**src/rtl/frame_buf_pkg.sv**
```systemverilog
// Shared constants for the frame buffer blocks: reset/enable polarities,
// scan-out FSM encoding and the marker bundle carried alongside each pixel.
package frame_buf_pkg;

  localparam logic ASSERT_L   = 1'b0;
  localparam logic DEASSERT_L = 1'b1;
  localparam logic ASSERT_H   = 1'b1;
  localparam logic DEASSERT_H = 1'b0;

  localparam int STATE_W = 3;
  localparam logic [STATE_W-1:0] ST_IDLE    = 3'd0;
  localparam logic [STATE_W-1:0] ST_PRIME   = 3'd1;
  localparam logic [STATE_W-1:0] ST_ISSUE   = 3'd2;
  localparam logic [STATE_W-1:0] ST_WAIT    = 3'd3;
  localparam logic [STATE_W-1:0] ST_CAPTURE = 3'd4;
  localparam logic [STATE_W-1:0] ST_GAP     = 3'd5;

  typedef struct packed {
    logic sof;
    logic eol;
    logic eof;
  } pix_tag_t;

endpackage

```
**src/rtl/frame_rd_ctrl_pix_fifo.sv**
```systemverilog
// Small synchronous FIFO between the memory read path and the display stream.
// A push into a full FIFO is accepted only when a pop happens in the same cycle.
module pix_fifo #(
  parameter int WIDTH = 35,
  parameter int DEPTH = 8
) (
  input  logic                     pll0_pll_clk_clk,
  input  logic                     reset,
  input  logic                     push,
  input  logic [WIDTH-1:0]         push_data,
  input  logic                     pop,
  output logic [WIDTH-1:0]         head,
  output logic                     empty,
  output logic [$clog2(DEPTH):0]   count
);

  localparam int PTR_W = $clog2(DEPTH);

  logic [WIDTH-1:0] mem [DEPTH];
  logic [PTR_W-1:0] wr_ptr;
  logic [PTR_W-1:0] rd_ptr;
  logic [PTR_W:0]   count_q;
  logic             do_push;
  logic             do_pop;

  assign do_pop  = pop && (count_q != '0);
  assign do_push = push && ((count_q != (PTR_W+1)'(DEPTH)) || do_pop);

  always_ff @(posedge pll0_pll_clk_clk) begin
    if (do_push) begin
      mem[wr_ptr] <= push_data;
    end
  end

  // Pointers wrap naturally because DEPTH is a power of two.
  always_ff @(posedge pll0_pll_clk_clk) begin
    if (reset) begin
      wr_ptr  <= '0;
      rd_ptr  <= '0;
      count_q <= '0;
    end else begin
      if (do_push) begin
        wr_ptr <= wr_ptr + PTR_W'(1);
      end
      if (do_pop) begin
        rd_ptr <= rd_ptr + PTR_W'(1);
      end
      case ({do_push, do_pop})
        2'b10:   count_q <= count_q + (PTR_W+1)'(1);
        2'b01:   count_q <= count_q - (PTR_W+1)'(1);
        default: count_q <= count_q;
      endcase
    end
  end

  assign head  = mem[rd_ptr];
  assign empty = (count_q == '0);
  assign count = count_q;

endmodule

```
**src/rtl/frame_rd_ctrl.sv**
```systemverilog
// Scan-out read controller: walks one frame of the frame buffer memory, one read
// outstanding at a time, and streams the pixels with sof/eol/eof markers.
module frame_rd_ctrl
  import frame_buf_pkg::*;
#(
  parameter int DATA_WIDTH = 32,
  parameter int ADDR_WIDTH = 29,
  parameter int H_RES      = 640,
  parameter int V_RES      = 480,
  parameter int BASE_ADDR  = 0,
  parameter int READ_LAT   = 3,
  parameter int FIFO_DEPTH = 8
) (
  input  logic                  pll0_pll_clk_clk,
  input  logic                  reset,
  input  logic                  start,
  input  logic                  mem_wr_active,
  output logic [ADDR_WIDTH-1:0] rd_addr,
  output logic                  rd_en,
  input  logic [DATA_WIDTH-1:0] rd_data,
  output logic [DATA_WIDTH-1:0] pix_data,
  output logic                  pix_valid,
  input  logic                  pix_ready,
  output logic                  pix_sof,
  output logic                  pix_eol,
  output logic                  pix_eof,
  output logic                  busy,
  output logic                  frame_done
);

  localparam int H_W   = (H_RES > 1) ? $clog2(H_RES) : 1;
  localparam int V_W   = (V_RES > 1) ? $clog2(V_RES) : 1;
  localparam int LAT_W = $clog2(READ_LAT + 1);
  localparam int CNT_W = $clog2(FIFO_DEPTH) + 1;
  localparam int FW    = DATA_WIDTH + 3;

  localparam logic [ADDR_WIDTH-1:0] PRIME_ADDR =
    ADDR_WIDTH'(BASE_ADDR) + ADDR_WIDTH'(H_RES * V_RES) - ADDR_WIDTH'(1);
  localparam logic [STATE_W-1:0] ST_AFTER_ISSUE = (READ_LAT > 1) ? ST_WAIT : ST_CAPTURE;

  logic [STATE_W-1:0]    state;
  logic [H_W-1:0]        h;
  logic [V_W-1:0]        v;
  logic [LAT_W-1:0]      wait_cnt;
  logic                  prime_done;
  logic                  priming;
  logic [CNT_W-1:0]      fifo_count;
  logic                  fifo_empty;
  logic [FW-1:0]         fifo_head;
  logic                  fifo_push;
  logic                  fifo_pop;
  logic                  issue_ok;
  logic                  last_h;
  logic                  last_v;
  logic [ADDR_WIDTH-1:0] pix_addr;
  pix_tag_t              push_tag;
  pix_tag_t              head_tag;

  assign issue_ok = (mem_wr_active == DEASSERT_H) && (fifo_count < CNT_W'(FIFO_DEPTH));
  assign last_h   = (h == H_W'(H_RES - 1));
  assign last_v   = (v == V_W'(V_RES - 1));
  assign pix_addr = ADDR_WIDTH'(BASE_ADDR) + ADDR_WIDTH'(v) * ADDR_WIDTH'(H_RES)
                  + ADDR_WIDTH'(h);

  assign push_tag.sof = (h == '0) && (v == '0);
  assign push_tag.eol = last_h;
  assign push_tag.eof = last_h && last_v;

  // The address stays stable from issue through capture so the memory sees one read.
  always_comb begin
    rd_en   = DEASSERT_L;
    rd_addr = '0;
    case (state)
      ST_PRIME: begin
        if (issue_ok) begin
          rd_en   = ASSERT_L;
          rd_addr = PRIME_ADDR;
        end
      end
      ST_ISSUE: begin
        if (issue_ok) begin
          rd_en   = ASSERT_L;
          rd_addr = pix_addr;
        end
      end
      ST_WAIT, ST_CAPTURE: begin
        rd_en   = ASSERT_L;
        rd_addr = priming ? PRIME_ADDR : pix_addr;
      end
      default: begin
        rd_en   = DEASSERT_L;
        rd_addr = '0;
      end
    endcase
  end

  always_ff @(posedge pll0_pll_clk_clk) begin
    if (reset) begin
      state      <= ST_IDLE;
      h          <= '0;
      v          <= '0;
      wait_cnt   <= '0;
      prime_done <= 1'b0;
      priming    <= 1'b0;
      frame_done <= DEASSERT_H;
    end else begin
      frame_done <= fifo_pop && head_tag.eof;
      case (state)
        ST_IDLE: begin
          if (start) begin
            if (prime_done) begin
              state <= ST_ISSUE;
            end else begin
              priming <= 1'b1;
              state   <= ST_PRIME;
            end
          end
        end
        ST_PRIME, ST_ISSUE: begin
          if (issue_ok) begin
            wait_cnt <= LAT_W'(1);
            state    <= ST_AFTER_ISSUE;
          end
        end
        ST_WAIT: begin
          if (wait_cnt == LAT_W'(READ_LAT - 1)) begin
            state <= ST_CAPTURE;
          end else begin
            wait_cnt <= wait_cnt + LAT_W'(1);
          end
        end
        ST_CAPTURE: begin
          state <= ST_GAP;
        end
        ST_GAP: begin
          state <= ST_ISSUE;
          if (priming) begin
            priming    <= 1'b0;
            prime_done <= 1'b1;
          end else if (last_h) begin
            h <= '0;
            if (last_v) begin
              v     <= '0;
              state <= ST_IDLE;
            end else begin
              v <= v + V_W'(1);
            end
          end else begin
            h <= h + H_W'(1);
          end
        end
        default: begin
          state <= ST_IDLE;
        end
      endcase
    end
  end

  assign fifo_push = (state == ST_CAPTURE) && !priming;
  assign fifo_pop  = pix_valid && pix_ready;

  pix_fifo #(
    .WIDTH (FW),
    .DEPTH (FIFO_DEPTH)
  ) u_pix_fifo (
    .pll0_pll_clk_clk (pll0_pll_clk_clk),
    .reset            (reset),
    .push             (fifo_push),
    .push_data        ({rd_data, push_tag}),
    .pop              (fifo_pop),
    .head             (fifo_head),
    .empty            (fifo_empty),
    .count            (fifo_count)
  );

  assign head_tag  = pix_tag_t'(fifo_head[2:0]);
  assign pix_data  = fifo_head[FW-1:3];
  assign pix_valid = !fifo_empty;
  assign pix_sof   = pix_valid && head_tag.sof;
  assign pix_eol   = pix_valid && head_tag.eol;
  assign pix_eof   = pix_valid && head_tag.eof;
  assign busy      = (state != ST_IDLE) || !fifo_empty;

endmodule
```
**config.mk**
```make
export PLATFORM = sky130hd
export DESIGN_NAME = frame_rd_ctrl
export DESIGN_NICKNAME = d
export VERILOG_FILES = /design/src/rtl/frame_buf_pkg.sv /design/src/rtl/frame_rd_ctrl_pix_fifo.sv /design/src/rtl/frame_rd_ctrl.sv
export SDC_FILE = /design/constraint.sdc
export NUM_CORES = 1
export LEC_CHECK = 0
export CAP_MARGIN = 20
export CORE_AREA = 2 2 150 152
export CTS_BUF_LIST = sky130_fd_sc_hd__clkbuf_16
export DETAILED_ROUTE_END_ITERATION = 8
export DIE_AREA = 0 0 152 154
export PLACE_DENSITY = 0.9
export SLEW_MARGIN = 20
export SYNTH_ARGS = -nofsm -noshare
export SYNTH_HDL_FRONTEND = slang
export SYNTH_SLANG_ARGS = --single-unit
```
**constraint.sdc**
```tcl
create_clock -name pll0_pll_clk_clk -period 7.95 [get_ports pll0_pll_clk_clk]
set_input_delay 1.59 -clock pll0_pll_clk_clk [delete_from_list [all_inputs] [get_ports pll0_pll_clk_clk]]
set_output_delay 1.59 -clock pll0_pll_clk_clk [all_outputs]
set_load 0.005 [all_outputs]
```
Yosys cells after proc, flatten, opt, wreduce, memory -nomap -nowiden
Memories as Yosys holds them, arrays and structs flattened. A register that Yosys moved wholly into a read port is not among the register bits.
Cells that the tools add are included.

word-level totals
  flip-flop bits (word level) = 37
  memory bits (writable) = 280
  bits of input ports = 37
  output and inout port bits = 68
  logic and storage cells = 98
  memories = 1

memory list
  memory          words  bits a word  rd ports  clocked after Yosys merged registers in  write ports  RTL line                      text
  u_pix_fifo.mem  8      35           1         1                                        1            frame_rd_ctrl_pix_fifo.sv:19  logic [WIDTH-1:0] mem [DEPTH];

cells by class
  add/sub/neg operators = 8
  $mul = 1
  order comparisons = 1
  equality and inequality tests = 16
  mux-type cells = 27
  bitwise operators = 2
  reduce and logical (&&, ||, !) cells = 32

operators with widths
  cell                                                 count
  one-hot mux 29 bit (3 select lines)                  1
  two-way mux 20 bit                                   2
  adder 19 x 10 -> 20 bit                              1
  two-way mux 19 bit                                   1
  two-way mux 3 bit                                    5
  one-hot mux 3 bit (5 select lines)                   1
  multiplier 9 x 3 -> 12 bit, second input constant    1
  two-way mux 2 bit                                    6
  AND reduction 3 bit                                  4
  logical AND 1 bit                                    11
  adder 10 x 1 -> 10 bit, second input constant        1
  equality test 10 bit, second input constant          1
  zero test 10 bit                                     1
  two-way mux 10 bit                                   1
  adder 9 x 1 -> 9 bit, second input constant          1
  equality test 9 bit, second input constant           1
  zero test 9 bit                                      1
  two-way mux 9 bit                                    1
  inequality test 2 bit, second input constant         4
  one-hot mux 4 bit (2 select lines)                   1
  adder 3 x 1 -> 3 bit, second input constant          2
  equality test 3 x 2 -> 1 bit, second input constant  2
  equality test 3 bit, second input constant           2
  nonzero test 2 bit                                   3
  21 further kinds                                     32

Logic depth before layout (Yosys ltp)
Gate-level depths: netlist of run 1.

  depth in word-level cells = 8
  depth in mapped cells = 11
  depth with buffers taken out = 11

Modules after synthesis
From an unflattened synthesis of run 1, not the netlist that was laid out.

second synthesis, totals
  cells, all modules = 799
  area total of the unflattened synthesis = 13695.6 um^2

modules (own cells, without submodules)
  module         times used  cells each  area an instance (um^2)  sequential area each (um^2)
  pix_fifo       1           486         11239.5                  8668.3
  frame_rd_ctrl  1           313         2456.1                   540.5

Worst setup path after synthesis of run 1
OpenSTA, ideal clock, no wires.

  kind = input port to flip-flop
  from = input pix_ready
  to = memory u_pix_fifo.mem[0][0] (enable)
  library setup time = 0.471 ns
  data arrival time = 4.473 ns
  data required time = 7.479 ns
  setup slack = 3.006 ns
  stages = 4
  buffers on the path = 0
  path through = inv_1 a31oi_2 nand2b_1 nor3_1

between the ends
  cells in the longest elaborated chain, start to end = 6

RTL lines
  element                                  RTL line                      text
  start: declaration                       frame_rd_ctrl.sv:23           input logic pix_ready,
  logical AND 1 bit                        frame_rd_ctrl.sv:160          assign fifo_pop = pix_valid && pix_ready;
  logical AND 1 bit                        frame_rd_ctrl_pix_fifo.sv:26  assign do_pop = pop && (count_q != '0);
  logical OR 1 bit                         frame_rd_ctrl_pix_fifo.sv:27  assign do_push = push && ((count_q != (PTR_W+1)'(DEPTH)) || do_pop);
  logical AND 1 bit                        frame_rd_ctrl_pix_fifo.sv:27
  two-way mux 1 bit                        frame_rd_ctrl_pix_fifo.sv:30  if (do_push) begin
  two-way mux 1 bit (not written as such)  frame_rd_ctrl_pix_fifo.sv:31  mem[wr_ptr] <= push_data;
  end: declaration                         frame_rd_ctrl_pix_fifo.sv:19

Every way passes these cells.

Worst setup path after layout of run 1
  from = input mem_wr_active
  to = output rd_addr[18]

between the ends
  cells in the longest elaborated chain, start to end = 4
  elaborated cells between the ends (all ways) = 5
  classes of those cells = mux (3); bitwise (1); reduce/logical (1)

RTL lines
  element                                                          RTL line                                  text
  start: declaration                                               frame_rd_ctrl.sv:17                       input logic mem_wr_active,
  NOT 1 bit (*)                                                    frame_rd_ctrl.sv:59                       assign issue_ok = (mem_wr_active == DEASSERT_H) && (fifo_count < CNT_W'(FIFO_DEPTH));
  logical AND 1 bit (*)                                            frame_rd_ctrl.sv:59
  two-way mux 20 bit / two-way mux 19 bit (equally long branches)  frame_rd_ctrl.sv:81, frame_rd_ctrl.sv:75
  one-hot mux 29 bit (3 select lines) (*)                          frame_rd_ctrl.sv:73                       case (state)
  end: declaration                                                 frame_rd_ctrl.sv:18                       output logic [ADDR_WIDTH-1:0] rd_addr,

Every way passes the cells marked *; elsewhere a longest branch is shown, timed or not.

==> results of run 1 <==
cell families after synthesis:
group / after synthesis / share of synthesized area
flip-flops: 320 / 0.686
buffers and inverters: 54 / 0.0189
multiplexers: 110 / 0.150
other: 1 / 0.000279
AND/OR/NAND/NOR: 163 / 0.0624
adder cells (fa/ha/maj): 29 / 0.0287
AO/OA/AOI/OAI: 69 / 0.0332
XOR/XNOR: 32 / 0.0209
through the flow:
step	setup WS [ns]	cell area (sq um)	utilization	hold slack (ns)	power, W
detailed placement	2.42	14700	0.678	0.489	0.00291
finish	2.40	15700	0.724	0.491	0.00427
CTS	2.40	15600	0.721	0.496	0.00428
floorplan	3.01	13500	-	0.454	0.00254
global route	2.22	15700	0.724	0.519	0.00443
global placement	2.52	14700	0.678	0.465	0.00288
state kept, by name, summed over array words and instances (netlist names), named ones only:
register,flops
u_pix_fifo.mem,280
u_pix_fifo.rd_ptr,3
h,10
frame_done,1
priming,1
u_pix_fifo.wr_ptr,3
u_pix_fifo.count,4
wait_cnt,2
state,3
v,9
prime_done,1
worst max-delay path: stages:
cell and delay (ns):
sky130_fd_sc_hd__clkdlybuf4s50_1 0.41, sky130_fd_sc_hd__nor2_1 0.28, sky130_fd_sc_hd__o21ai_0 0.21, sky130_fd_sc_hd__o21ai_1 0.59, sky130_fd_sc_hd__nand3_1 0.15, sky130_fd_sc_hd__o211ai_1 0.19, sky130_fd_sc_hd__clkdlybuf4s50_1 0.53
placed cells by master (no fill, tap or decap), types with 3 or more instances in the layout:
| master | count |
|---|---|
| sky130_fd_sc_hd__edfxtp_1 | 280 |
| sky130_fd_sc_hd__nor4_1 | 4 |
| sky130_fd_sc_hd__nor3_2 | 3 |
| sky130_fd_sc_hd__mux2i_1 | 8 |
| sky130_fd_sc_hd__nor2_4 | 6 |
| sky130_fd_sc_hd__a31oi_1 | 3 |
| sky130_fd_sc_hd__xnor2_1 | 16 |
| sky130_fd_sc_hd__o21ai_0 | 16 |
| sky130_fd_sc_hd__dfxtp_1 | 37 |
| sky130_fd_sc_hd__clkinv_1 | 7 |
| sky130_fd_sc_hd__nor2b_1 | 4 |
| sky130_fd_sc_hd__inv_1 | 17 |
| sky130_fd_sc_hd__a211oi_1 | 3 |
| sky130_fd_sc_hd__mux2_2 | 32 |
| sky130_fd_sc_hd__fa_1 | 3 |
| sky130_fd_sc_hd__xor2_1 | 16 |
| sky130_fd_sc_hd__mux4_2 | 70 |
| sky130_fd_sc_hd__nand2_1 | 39 |
| sky130_fd_sc_hd__nand4_1 | 6 |
| sky130_fd_sc_hd__nand3_1 | 14 |
| sky130_fd_sc_hd__nand2b_1 | 3 |
| sky130_fd_sc_hd__clkinv_2 | 6 |
| sky130_fd_sc_hd__o21a_1 | 4 |
| sky130_fd_sc_hd__clkdlybuf4s50_1 | 94 |
| sky130_fd_sc_hd__a21o_1 | 4 |
| sky130_fd_sc_hd__clkinvlp_4 | 3 |
| sky130_fd_sc_hd__clkbuf_16 | 31 |
| sky130_fd_sc_hd__nor3_1 | 10 |
| sky130_fd_sc_hd__nor2_1 | 52 |
| sky130_fd_sc_hd__conb_1 | 10 |
| sky130_fd_sc_hd__and3_1 | 4 |
| sky130_fd_sc_hd__a21oi_1 | 21 |
| sky130_fd_sc_hd__buf_4 | 11 |
| sky130_fd_sc_hd__ha_1 | 26 |
final cells by class:
| class | count | area (sq um) | area share |
|---|---|---|---|
| clock inverters | 24 | 171 | 0.0109 |
| well taps | 280 | 350 | 0.0223 |
| multi-input cells | 413 | 4060 | 0.258 |
| repair buffers | 108 | 1080 | 0.0687 |
| clock buffers | 31 | 776 | 0.0494 |
| inverters | 14 | 52.6 | 0.00335 |
| flip-flops and latches | 320 | 9220 | 0.587 |
synthesized netlist by cell type, types with 2 or more instances:
library cell / instances
sky130_fd_sc_hd__a211oi_1: 3
sky130_fd_sc_hd__a21o_1: 4
sky130_fd_sc_hd__a21oi_1: 21
sky130_fd_sc_hd__a22oi_1: 2
sky130_fd_sc_hd__a31oi_1: 3
sky130_fd_sc_hd__a31oi_2: 2
sky130_fd_sc_hd__a32oi_1: 2
sky130_fd_sc_hd__and3_1: 4
sky130_fd_sc_hd__buf_2: 11
sky130_fd_sc_hd__buf_4: 10
sky130_fd_sc_hd__clkbuf_1: 19
sky130_fd_sc_hd__dfxtp_1: 40
sky130_fd_sc_hd__edfxtp_1: 280
sky130_fd_sc_hd__fa_1: 3
sky130_fd_sc_hd__ha_1: 26
sky130_fd_sc_hd__inv_1: 13
sky130_fd_sc_hd__mux2_2: 32
sky130_fd_sc_hd__mux2i_1: 8
sky130_fd_sc_hd__mux4_2: 70
sky130_fd_sc_hd__nand2_1: 39
sky130_fd_sc_hd__nand2b_1: 3
sky130_fd_sc_hd__nand3_1: 14
sky130_fd_sc_hd__nand3b_1: 2
sky130_fd_sc_hd__nand4_1: 6
sky130_fd_sc_hd__nor2_1: 58
sky130_fd_sc_hd__nor2b_1: 4
sky130_fd_sc_hd__nor3_1: 12
sky130_fd_sc_hd__nor4_1: 4
sky130_fd_sc_hd__nor4_4: 2
sky130_fd_sc_hd__o211ai_1: 2
sky130_fd_sc_hd__o21a_1: 4
sky130_fd_sc_hd__o21ai_0: 16
sky130_fd_sc_hd__o21bai_1: 2
sky130_fd_sc_hd__or2_2: 2
sky130_fd_sc_hd__or3_1: 2
sky130_fd_sc_hd__xnor2_1: 16
sky130_fd_sc_hd__xor2_1: 16
per-layer routing:
layer | vias up | global-route usage
li1 | 3263 | -
met1 | 3689 | 0.322
met4 | 0 | 0.0917
met3 | 53 | 0.0330
met5 | - | 0
met2 | 325 | 0.403
worst min path at each step:
stage	from	end	slack (ns)	depth (start not counted)
detailed placement	h[1]$_SDFFE_PP0P_	h[1]$_SDFFE_PP0P_	0.49	2
CTS	u_pix_fifo.rd_ptr[1]$_SDFFE_PP0P_	register	0.50	2
global placement	u_pix_fifo.rd_ptr[1]$_SDFFE_PP0P_	register	0.47	2
floorplan	u_pix_fifo.rd_ptr[1]$_SDFFE_PP0P_	register	0.45	2
finish	u_pix_fifo.rd_ptr[1]$_SDFFE_PP0P_	register	0.49	2
global route	u_pix_fifo.rd_ptr[1]$_SDFFE_PP0P_	register	0.52	2
power by group through the flow:
| stage | combinational, W | clock, W | sequential [W] |
|---|---|---|---|
| 2_1_floorplan | 0.000623 | 0 | 0.00192 |
| 3_3_place_gp | 0.000877 | 0 | 0.00200 |
| 3_5_place_dp | 0.000900 | 0 | 0.00201 |
| 4_1_cts | 0.000920 | 0.00139 | 0.00197 |
| 5_1_grt | 0.00105 | 0.00145 | 0.00193 |
| 6_report | 0.000975 | 0.00137 | 0.00192 |
==> impl_results.rst, run 1 <==
.. list-table::
   :header-rows: 1

   * - Metric
     - Value
   * - Run status
     - complete, no violations
   * - Post-synthesis cell type with the largest combined area
     - sky130_fd_sc_hd__edfxtp_1
   * - Most area-consuming cells after synthesis
     - sky130_fd_sc_hd__edfxtp_1, sky130_fd_sc_hd__mux4_2, sky130_fd_sc_hd__dfxtp_1, sky130_fd_sc_hd__mux2_2, sky130_fd_sc_hd__ha_1
   * - Clock net sink count
     - 320
   * - Number of cells after detailed placement
     - 1132
   * - Pwr per Cell Area
     - 272 nW/um^2
   * - Total of flip-flops plus latches after synthesis
     - 320
   * - Via density
     - 6.16
   * - Final cycle utilization of the critical path
     - 0.698
   * - Worst-path clk slew
     - 0.06 ns
   * - Die extent in y
     - 154 um
   * - Critical Path RT
     - 6.36 ns
   * - Area of the mapped netlist
     - 13400 sq um
   * - DRC marker count from the first detailed-route iteration
     - 519
   * - Time the final worst path needs with I/O delays and setup
     - 5.55 ns
   * - Worst R2R Path Depth
     - 5
   * - Placer Congestion
     - 0.822
   * - RSZ-0062 raised after global routing
     - false
   * - Cell at the root of the clock tree
     - sky130_fd_sc_hd__clkbuf_16
   * - Effective utilization at floorplan
     - 0.619
   * - Worst min-delay path category
     - register to register
   * - Setup clock skew after layout
     - 0.0230 ns
   * - Async set or reset register ratio after synthesis
     - 0
   * - Maximum fanout along the worst path
     - 9
   * - Layout net count
     - 953
   * - DIE AREA
     - 23400 sq um
   * - Global-route wire length before repair
     - 42.9 mm
   * - CTS buffer count
     - 30
   * - Switching power
     - 0.00108 W
   * - Antenna violations before repair
     - 1
   * - # rows
     - 54
   * - Overall overflow remaining after global route
     - 0
   * - Pre-antenna DRT Iters
     - 5
   * - Setup TNS after final layout
     - 0 ns
   * - Int Pwr
     - 0.00318 W
   * - CTS tree
     - built
   * - Switching Share
     - 0.254
   * - Gate count of the mapped netlist
     - 778
   * - Number of cells upsized or downsized after cts
     - 0
   * - Syn-to-layout area delta
     - 16.9%
   * - Count of distinct cell types in the synthesized netlist
     - 58
   * - Flop2flop setup slack
     - 4.93 ns
   * - Routed met3 length
     - 1.78 mm
   * - Average cell area after synthesis
     - 17.3 sq um
   * - Worst setup path startpoint
     - mem_wr_active
   * - Final routed DRC violation total
     - 0
   * - Number of synthesized flops with an enable pin
     - 280
   * - Maximum operating frequency
     - 180 MHz
   * - Count of endpoints failing hold in the final timing report
     - 0
   * - Relative contribution of the clock network to total power
     - 0.321
   * - Routed WL per cell
     - 23.3 um
   * - Most common flop cell mapped by yosys
     - sky130_fd_sc_hd__edfxtp_1
   * - Sequential-to-total area share from yosys stat
     - 0.686
   * - Count of antenna-violating nets left after detailed routing
     - 0
   * - Static Leak
     - 5.14 nW
   * - Diode count
     - 0
   * - Data arrival time of the critical path
     - 3.96 ns
   * - Die outline width
     - 152 um
   * - Wire length after detailed routing
     - 27.8 mm
   * - Via count of the first global-routing pass
     - 7396
   * - Kind of launch point of the worst setup path
     - primary input
   * - Share of post-route cells with drive strength above 1
     - 0.207
   * - Setup crit end
     - rd_addr[18]
   * - Final-layout fill cell count
     - 1233
   * - Clock insertion delay at the later pin of the skew report
     - 0.55 ns
   * - Final standard cell count with taps included and fillers excluded
     - 1190
   * - Placeable core area
     - 21700 sq um
   * - Area share of the leading cell type in the synthesized netlist
     - 0.626
   * - Maximum number of pins on one net before global-route repair
     - 71
   * - Clock Tree Buf Depth
     - 3
   * - Peak supply drop
     - 0.000252 V
   * - Part of the power in combinational logic
     - 0.229
   * - Critical path start-end classification
     - primary input to primary output
   * - Reg-to-Reg End
     - u_pix_fifo.mem[3][32]$_DFFE_PP_
   * - Source of the worst register-to-register timing path
     - state[2]$_SDFFE_PP0P_
   * - Count of boundary I/O pins
     - 105
   * - GRT Util Overall
     - 0.239
   * - Critical path endpoint category
     - primary output
   * - Number of failing setup endpoints in the final timing report
     - 0
   * - Met1 Routed Length
     - 11.0 mm
   * - Number of buffers inserted by post-CTS setup repair
     - 0
   * - Sequential fraction of design power
     - 0.450
   * - Count of max-cap constraint violations
     - 0
   * - Routed wire length on met2
     - 14.1 mm
   * - Vias after detailed routing
     - 7330
   * - Post-DP HPWL
     - 15.0 mm
   * - Htree depth
     - 1
   * - Hold bufs inserted after CTS
     - 0
   * - Slew of the pin with the lowest slew margin
     - 1.01 ns
   * - Port bufs
     - 94
   * - Final number of max-transition violations
     - 0
   * - Highest routing layer actually used
     - met4
   * - Max-slew headroom at the worst pin
     - 0.326
   * - YS warnings
     - 0
(Power assumes the default switching activity.)
==> inputs of run 2 (changes only) <==
CORE_AREA = 2 2 156 158   (was 2 2 150 152)
DIE_AREA = 0 0 158 160   (was 0 0 152 154)
PLACE_DENSITY = 0.84   (was 0.9)
clock period = 5.8 ns   (was 7.95 ns; I/O delays follow)
==> impl_results.rst, run 2 (synthesis gave the netlist of run 1 again) <==
.. list-table::
   :header-rows: 1

   * - Metric
     - Value
   * - Largest regs
     - u_pix_fifo.mem: 280 flops, h: 10 flops, v: 9 flops (unchanged)
   * - Global-route wire length before repair
     - 41.2 mm (was 42.9 mm)
   * - Share of post-route cells with drive strength above 1
     - 0.205 (was 0.207)
   * - CTS tree
     - built (unchanged)
   * - Pwr per Cell Area
     - 365 nW/um^2 (was 272 nW/um^2)
   * - Worst min-delay path category
     - register to register (unchanged)
   * - Cell at the root of the clock tree
     - sky130_fd_sc_hd__clkbuf_16 (unchanged)
   * - Pre-antenna DRT Iters
     - 6 (was 5)
   * - Count of endpoints failing hold in the final timing report
     - 0 (unchanged)
   * - Number of buffers inserted by post-CTS setup repair
     - 0 (unchanged)
   * - Vias after detailed routing
     - 7211 (was 7330)
   * - Flop2flop setup slack
     - 2.59 ns (was 4.93 ns)
   * - Final routed DRC violation total
     - 0 (unchanged)
   * - Register bank with the most flops
     - u_pix_fifo.mem (unchanged)
   * - Final Power
     - 0.00573 W (was 0.00427 W)
   * - Data arrival time of the critical path
     - 3.64 ns (was 3.96 ns)
   * - Maximum fanout along the worst path
     - 7 (was 9)
   * - Hold bufs inserted after CTS
     - 0 (unchanged)
   * - Antenna violations before repair
     - 1 (unchanged)
   * - Hold slack
     - 0.492 ns (was 0.491 ns)
   * - Via count of the first global-routing pass
     - 7319 (was 7396)
   * - Slew of the pin with the lowest slew margin
     - 1.13 ns (was 1.01 ns)
   * - Switching power
     - 0.00146 W (was 0.00108 W)
   * - Time the final worst path needs with I/O delays and setup
     - 4.80 ns
   * - # rows
     - 57 (was 54)
   * - Worst-path clk slew
     - 0.06 ns (about the same)
   * - Run status
     - complete, no violations (unchanged)
   * - Via density
     - 5.83 (was 6.16)
   * - Part of the power in combinational logic
     - 0.218 (was 0.229)
   * - Sequential fraction of design power
     - 0.472 (was 0.450)
   * - Switching Share
     - 0.255 (was 0.254)
   * - Syn-to-layout area delta
     - 16.8% (was 16.9%)
   * - Clock net sink count
     - 320 (unchanged)
   * - Layout net count
     - 953 (unchanged)
   * - Largest register FFs
     - 280 (unchanged)
   * - Clock insertion delay at the later pin of the skew report
     - 0.55 ns (about the same)
   * - Utilization after layout
     - 0.659 (was 0.724)
   * - Clock Tree Buf Depth
     - 3 (unchanged)
   * - Effective utilization at floorplan
     - 0.564 (was 0.619)
   * - GRT Util Overall
     - 0.215 (was 0.239)
   * - Setup TNS after final layout
     - 0 ns (unchanged)
   * - Int Pwr
     - 0.00427 W (was 0.00318 W)
   * - Critical Path RT
     - 4.64 ns (was 6.36 ns)
   * - Peak supply drop
     - 0.000342 V (was 0.000252 V)
   * - CTS buffer count
     - 31 (was 30)
   * - Max-slew headroom at the worst pin
     - 0.248 (was 0.326)
   * - Maximum number of pins on one net before global-route repair
     - 48 (was 71)
   * - Htree depth
     - 1 (unchanged)
   * - RSZ-0062 raised after global routing
     - false (unchanged)
   * - Overall overflow remaining after global route
     - 0 (unchanged)
   * - Placer Congestion
     - 0.814 (was 0.822)
   * - Setup clock skew after layout
     - 0.0260 ns (was 0.0230 ns)
   * - DIE AREA
     - 25300 sq um (was 23400 sq um)
   * - Cell chain of the critical path
     - ha_1 -> ha_1 -> fa_1 -> nand3_1 -> o21ai_0 -> o2111a_1 -> nand3_1 -> xor2_1 -> nor2_1 -> clkdlybuf4s50_1 (was clkdlybuf4s50_1 -> nor2_1 -> o21ai_0 -> o21ai_1 -> nand3_1 -> o211ai_1 -> clkdlybuf4s50_1)
   * - Count of max-cap constraint violations
     - 0 (unchanged)
   * - Commonest cells after routing, fill and taps aside
     - sky130_fd_sc_hd__edfxtp_1, sky130_fd_sc_hd__clkdlybuf4s50_1, sky130_fd_sc_hd__mux4_2 (unchanged)
   * - Final cycle utilization of the critical path
     - 0.827
   * - Number of cells upsized or downsized after cts
     - 0 (unchanged)
   * - DRC marker count from the first detailed-route iteration
     - 528 (was 519)
   * - Relative contribution of the clock network to total power
     - 0.310 (was 0.321)
   * - Port bufs
     - 94 (unchanged)
   * - Static Leak
     - 5.14 nW (about the same)
   * - Routed WL per cell
     - 21.8 um (was 23.3 um)
   * - Leading cell type in the layout, fill and taps excluded
     - sky130_fd_sc_hd__edfxtp_1 (unchanged)
   * - Kind of launch point of the worst setup path
     - register (was primary input)
   * - Critical path start-end classification
     - register to primary output (was primary input to primary output)
   * - Final number of max-transition violations
     - 0 (unchanged)
   * - Die outline width
     - 158 um (was 152 um)
   * - Die extent in y
     - 160 um (was 154 um)
   * - Wire length after detailed routing
     - 26.9 mm (was 27.8 mm)
   * - Cell type of the slowest stage on the worst timing path
     - sky130_fd_sc_hd__fa_1 (was sky130_fd_sc_hd__o21ai_1)
   * - Critical path endpoint category
     - primary output (unchanged)
   * - Count of antenna-violating nets left after detailed routing
     - 0 (unchanged)
   * - Maximum operating frequency
     - 208 MHz
   * - Count of boundary I/O pins
     - 105 (unchanged)
   * - Post-DP HPWL
     - 15.6 mm (was 15.0 mm)
   * - Largest incremental delay on the critical path
     - 0.56 ns (was 0.59 ns)
   * - Placeable core area
     - 23800 sq um (was 21700 sq um)
   * - Number of failing setup endpoints in the final timing report
     - 0 (unchanged)
   * - Final-layout fill cell count
     - 1631 (was 1233)
-- run 2: cell types whose count changed in the layout (fill, tap and decap cells not counted), sizes merged --
cell      delta
bufinv       -2
clkbuf       -1
clkinv       -1
clkinvlp     -3
diode        +1
inv          +8
-- run 2: worst max-delay path, delay by kind of cell, from the launching register on --
family | cells | cell delay (ns)
adders and majority gates | 3 | 1.09
and+or+nand+nor | 3 | 0.29
AOI/OAI and AO/OA | 2 | 0.54
xor gates and xnor gates | 1 | 0.17
DFF | 1 | 0.49
buffers and inverters | 1 | 0.51
-- run 2: layout make-up --
cell class                      count  area [sq um]  share of cell area
Sequential cell                   320          9220               0.587
Clock inverter                     26           116             0.00742
Timing Repair Buffer              107          1060              0.0678
Tap cell                          324           405              0.0258
Multi-Input combinational cell    413          4060               0.259
Clock buffer                       31           776              0.0494
Inverter                           14          52.6             0.00335
Antenna cell                        1          2.50            0.000159
-- run 2: stage by stage --
step                      instance area [sq um]  cells  setup slack [ns]
final                                     15700   1236              1.00
after global routing                      15700   1235             0.763
after CTS                                 15700   1235             0.964
after detailed placement                  14800   1178              1.14
after global placement                    14800   1178              1.21
after floorplan                           13500    787              1.29
-- run 2: metal layers --
layer | global-route usage | wire length, um | share of wire | vias up
met4 | 0.0606 | 495 | 0.018 | 0
met2 | 0.361 | 13800 | 0.51 | 258
met5 | 0 | 0 | 0 | -
met3 | 0.0339 | 1810 | 0.067 | 41
met1 | 0.294 | 10800 | 0.40 | 3646
li1 | - | - | - | 3266
-- run 2: worst paths after layout --
check / end / startpoint / cells after the start
max: rd_addr[16] / v[1]$_SDFFE_PP0P_ / 10
min: register / u_pix_fifo.rd_ptr[1]$_SDFFE_PP0P_ / 2
max reg2reg: u_pix_fifo.mem[3][13]$_DFFE_PP_ / state[2]$_SDFFE_PP0P_ / 5
min reg2reg: register / u_pix_fifo.rd_ptr[1]$_SDFFE_PP0P_ / 2
-- run 2: power groups by stage --
stage                     Clock, W  Sequential (W)  Combinational [W]
after floorplan                  0         0.00263           0.000854
after global placement           0         0.00276            0.00122
after detailed placement         0         0.00276            0.00124
after CTS                  0.00181         0.00272            0.00126
after global routing       0.00189         0.00273            0.00134
final                      0.00177         0.00271            0.00125
==> inputs of run 3 (changes only) <==
CORE_AREA = 2 2 163 165   (was 2 2 156 158)
DIE_AREA = 0 0 165 167   (was 0 0 158 160)
PLACE_DENSITY = 0.81   (was 0.84)
clock period = 4.08 ns   (was 5.8 ns; I/O delays follow)
==> impl_results.rst, run 3 (synthesis gave the netlist of run 1 again) <==
.. list-table::
   :header-rows: 1

   * - Metric
     - Value
   * - Htree depth
     - 1 (unchanged)
   * - Via count of the first global-routing pass
     - 7307 (was 7319)
   * - Reg-to-Reg End
     - u_pix_fifo.count[3]$_SDFFE_PP0P_ (was u_pix_fifo.mem[3][13]$_DFFE_PP_)
   * - Setup clock skew after layout
     - 0.0221 ns (was 0.0260 ns)
   * - Syn-to-layout area delta
     - 19.1% (was 16.8%)
   * - Die outline width
     - 165 um (was 158 um)
   * - Startpoint of the most critical hold path
     - u_pix_fifo.rd_ptr[1]$_SDFFE_PP0P_ (unchanged)
   * - Data arrival time of the critical path
     - 3.14 ns (was 3.64 ns)
   * - Register bank with the most flops
     - u_pix_fifo.mem (unchanged)
   * - Via density
     - 5.77 (was 5.83)
   * - Source of the worst register-to-register timing path
     - state[2]$_SDFFE_PP0P_ (unchanged)
   * - Count of max-cap constraint violations
     - 0 (unchanged)
   * - Post-DP HPWL
     - 15.3 mm (was 15.6 mm)
   * - Largest register FFs
     - 280 (unchanged)
   * - GRT Util Overall
     - 0.198 (was 0.215)
   * - Clock net sink count
     - 320 (unchanged)
   * - Time the final worst path needs with I/O delays and setup
     - 3.96 ns
   * - Peak supply drop
     - 0.000362 V (was 0.000342 V)
   * - Run status
     - complete, no violations (unchanged)
   * - Final standard cell count with taps included and fillers excluded
     - 1262 (was 1236)
   * - Final routed DRC violation total
     - 0 (unchanged)
   * - Commonest cells after routing, fill and taps aside
     - sky130_fd_sc_hd__edfxtp_1, sky130_fd_sc_hd__clkdlybuf4s50_1, sky130_fd_sc_hd__mux4_2 (unchanged)
   * - Count of endpoints failing hold in the final timing report
     - 0 (unchanged)
   * - Final Cell Area
     - 16000 sq um (was 15700 sq um)
   * - Wire length after detailed routing
     - 26.9 mm (about the same)
   * - Cell at the root of the clock tree
     - sky130_fd_sc_hd__clkbuf_16 (unchanged)
   * - Share of post-route cells with drive strength above 1
     - 0.229 (was 0.205)
   * - GR peak layer
     - met2 (unchanged)
   * - Routed WL per cell
     - 21.3 um (was 21.8 um)
   * - Hold slack
     - 0.482 ns (was 0.492 ns)
   * - DRC marker count from the first detailed-route iteration
     - 694 (was 528)
   * - Met2 track demand over resource in global routing
     - 0.334 (was 0.361)
   * - Clock insertion delay at the later pin of the skew report
     - 0.57 ns (was 0.55 ns)
   * - Antenna violations before repair
     - 3 (was 1)
   * - GR met3 Demand/Resource
     - 0.0339 (about the same)
   * - Kind of launch point of the worst setup path
     - register (unchanged)
   * - Flop2flop setup slack
     - 1.17 ns (was 2.59 ns)
   * - CTS tree
     - built (unchanged)
   * - Worst R2R Path Depth
     - 11 (was 5)
   * - Final-layout fill cell count
     - 1801 (was 1631)
   * - # rows
     - 59 (was 57)
   * - Vias after detailed routing
     - 7285 (was 7211)
   * - Port bufs
     - 94 (unchanged)
   * - Max-slew headroom at the worst pin
     - 0.437 (was 0.248)
   * - Critical path start-end classification
     - register to primary output (unchanged)
   * - Maximum number of pins on one net before global-route repair
     - 63 (was 48)
   * - Worst min-delay path category
     - register to register (unchanged)
   * - Layout net count
     - 967 (was 953)
   * - Number of cells after detailed placement
     - 1196 (was 1178)
   * - Min-Delay Path Depth
     - 2 (unchanged)
   * - Placer Congestion
     - 0.832 (was 0.814)
   * - Static Leak
     - 5.28 nW (was 5.14 nW)
   * - Maximum fanout along the worst path
     - 6 (was 7)
   * - Global-route wire length before repair
     - 41.6 mm (was 41.2 mm)
   * - Hold bufs inserted after CTS
     - 0 (unchanged)
   * - CTS buffer count
     - 31 (unchanged)
   * - Overall overflow remaining after global route
     - 0 (unchanged)
   * - Final number of max-transition violations
     - 0 (unchanged)
   * - Clock Tree Buf Depth
     - 3 (unchanged)
   * - Maximum operating frequency
     - 253 MHz
   * - Largest regs
     - u_pix_fifo.mem: 280 flops, h: 10 flops, v: 9 flops (unchanged)
   * - Pwr per Cell Area
     - 520 nW/um^2 (was 365 nW/um^2)
   * - Slew of the pin with the lowest slew margin
     - 0.837 ns (was 1.13 ns)
   * - Count of boundary I/O pins
     - 105 (unchanged)
   * - Number of failing setup endpoints in the final timing report
     - 0 (unchanged)
   * - Effective utilization at floorplan
     - 0.521 (was 0.564)
   * - Final cycle utilization of the critical path
     - 0.970
   * - Placeable core area
     - 25800 sq um (was 23800 sq um)
   * - Pre-antenna DRT Iters
     - 4 (was 6)
   * - Worst-path clk slew
     - 0.06 ns (about the same)
   * - Count of antenna-violating nets left after detailed routing
     - 0 (unchanged)
   * - Die extent in y
     - 167 um (was 160 um)
   * - Leading cell type in the layout, fill and taps excluded
     - sky130_fd_sc_hd__edfxtp_1 (unchanged)
   * - GRT met1 Usage
     - 0.269 (was 0.294)
   * - Utilization after layout
     - 0.621 (was 0.659)
   * - Placed standard-cell area
     - 14900 sq um (was 14800 sq um)
   * - Critical path endpoint category
     - primary output (unchanged)
   * - Critical Path RT
     - 3.26 ns (was 4.64 ns)
   * - DIE AREA
     - 27600 sq um (was 25300 sq um)
## run 3: cell types whose count changed in the layout (fill, tap and decap cells not counted), sizes merged
cell	before	now
dlygate4sd2	0	2
diode	1	2
clkinvlp	0	2
clkinv	13	14
bufinv	0	2
dlymetal6s2s	0	2
inv	27	22
clkdlybuf4s50	94	89
buf	13	28
## run 3: worst max-delay path, cell delays in order, from the launching register on
cell and delay (ns):
sky130_fd_sc_hd__dfxtp_4 0.36, sky130_fd_sc_hd__ha_1 0.28, sky130_fd_sc_hd__ha_2 0.20, sky130_fd_sc_hd__fa_1 0.48, sky130_fd_sc_hd__buf_4 0.15, sky130_fd_sc_hd__buf_4 0.13
sky130_fd_sc_hd__and3_1 0.17, sky130_fd_sc_hd__and3_1 0.21, sky130_fd_sc_hd__buf_4 0.14, sky130_fd_sc_hd__and4_1 0.18, sky130_fd_sc_hd__nor3_1 0.16, sky130_fd_sc_hd__buf_2 0.14
## run 3: report_power, final
group / switching, W / internal [W] / leakage [nW]
registers: 0.000151 / 0.00362 / 2.83
logic: 0.000783 / 0.00109 / 1.96
clock network: 0.00117 / 0.00151 / 0.496
total: 0.00211 / 0.00621 / 5.28
## run 3: area by class of cell
class	instances	area, sq um	share of cell area
Sequential cell	320	9220	0.576
Clock inverter	26	183	0.0114
Clock buffer	31	776	0.0485
Multi-Input combinational cell	413	4100	0.256
Antenna cell	2	5.00	0.000313
Timing Repair Buffer	121	1240	0.0776
Tap cell	335	419	0.0262
Inverter	14	52.6	0.00328
## run 3: metal layers
layer | routed length (um) | part of all wire
met1 | 11100 | 0.41
met2 | 13700 | 0.51
met3 | 1630 | 0.061
met4 | 516 | 0.019
met5 | 13 | 0.00048
## run 3: timing repair
action | CTS | global route
endpoints found under the setup margin | 5 | 5
buffers inserted | 4 | 3
pin swaps | 5 | 3
gates resized for setup | 13 | 9
## run 3: how the worst max path moves through the flow
| stage | start | to | slack [ns] |
|---|---|---|---|
| after floorplan | pix_ready | u_pix_fifo.mem[3][0]$_DFFE_PP_ | 0.85 |
| after detailed placement | v[3]$_SDFFE_PP0P_ | rd_addr[16] | 0.22 |
| after global routing | v[3]$_SDFFE_PP0P_ | rd_addr[17] | -0.0002 |
| after CTS | v[3]$_SDFFE_PP0P_ | rd_addr[16] | -0.10 |
| final | v[3]$_SDFFE_PP0P_ | rd_addr[17] | 0.12 |
| after global placement | v[3]$_SDFFE_PP0P_ | rd_addr[16] | 0.27 |
## run 3: metrics by stage
step / TNS, ns / total power [W] / setup slack (ns)
floorplan: 0 / 0.00494 / 0.846
global placement: 0 / 0.00568 / 0.272
detailed placement: 0 / 0.00573 / 0.223
CTS: -0.102 / 0.00839 / -0.102
global route: -0.000170 / 0.00867 / -0.000170
finish: 0 / 0.00831 / 0.122
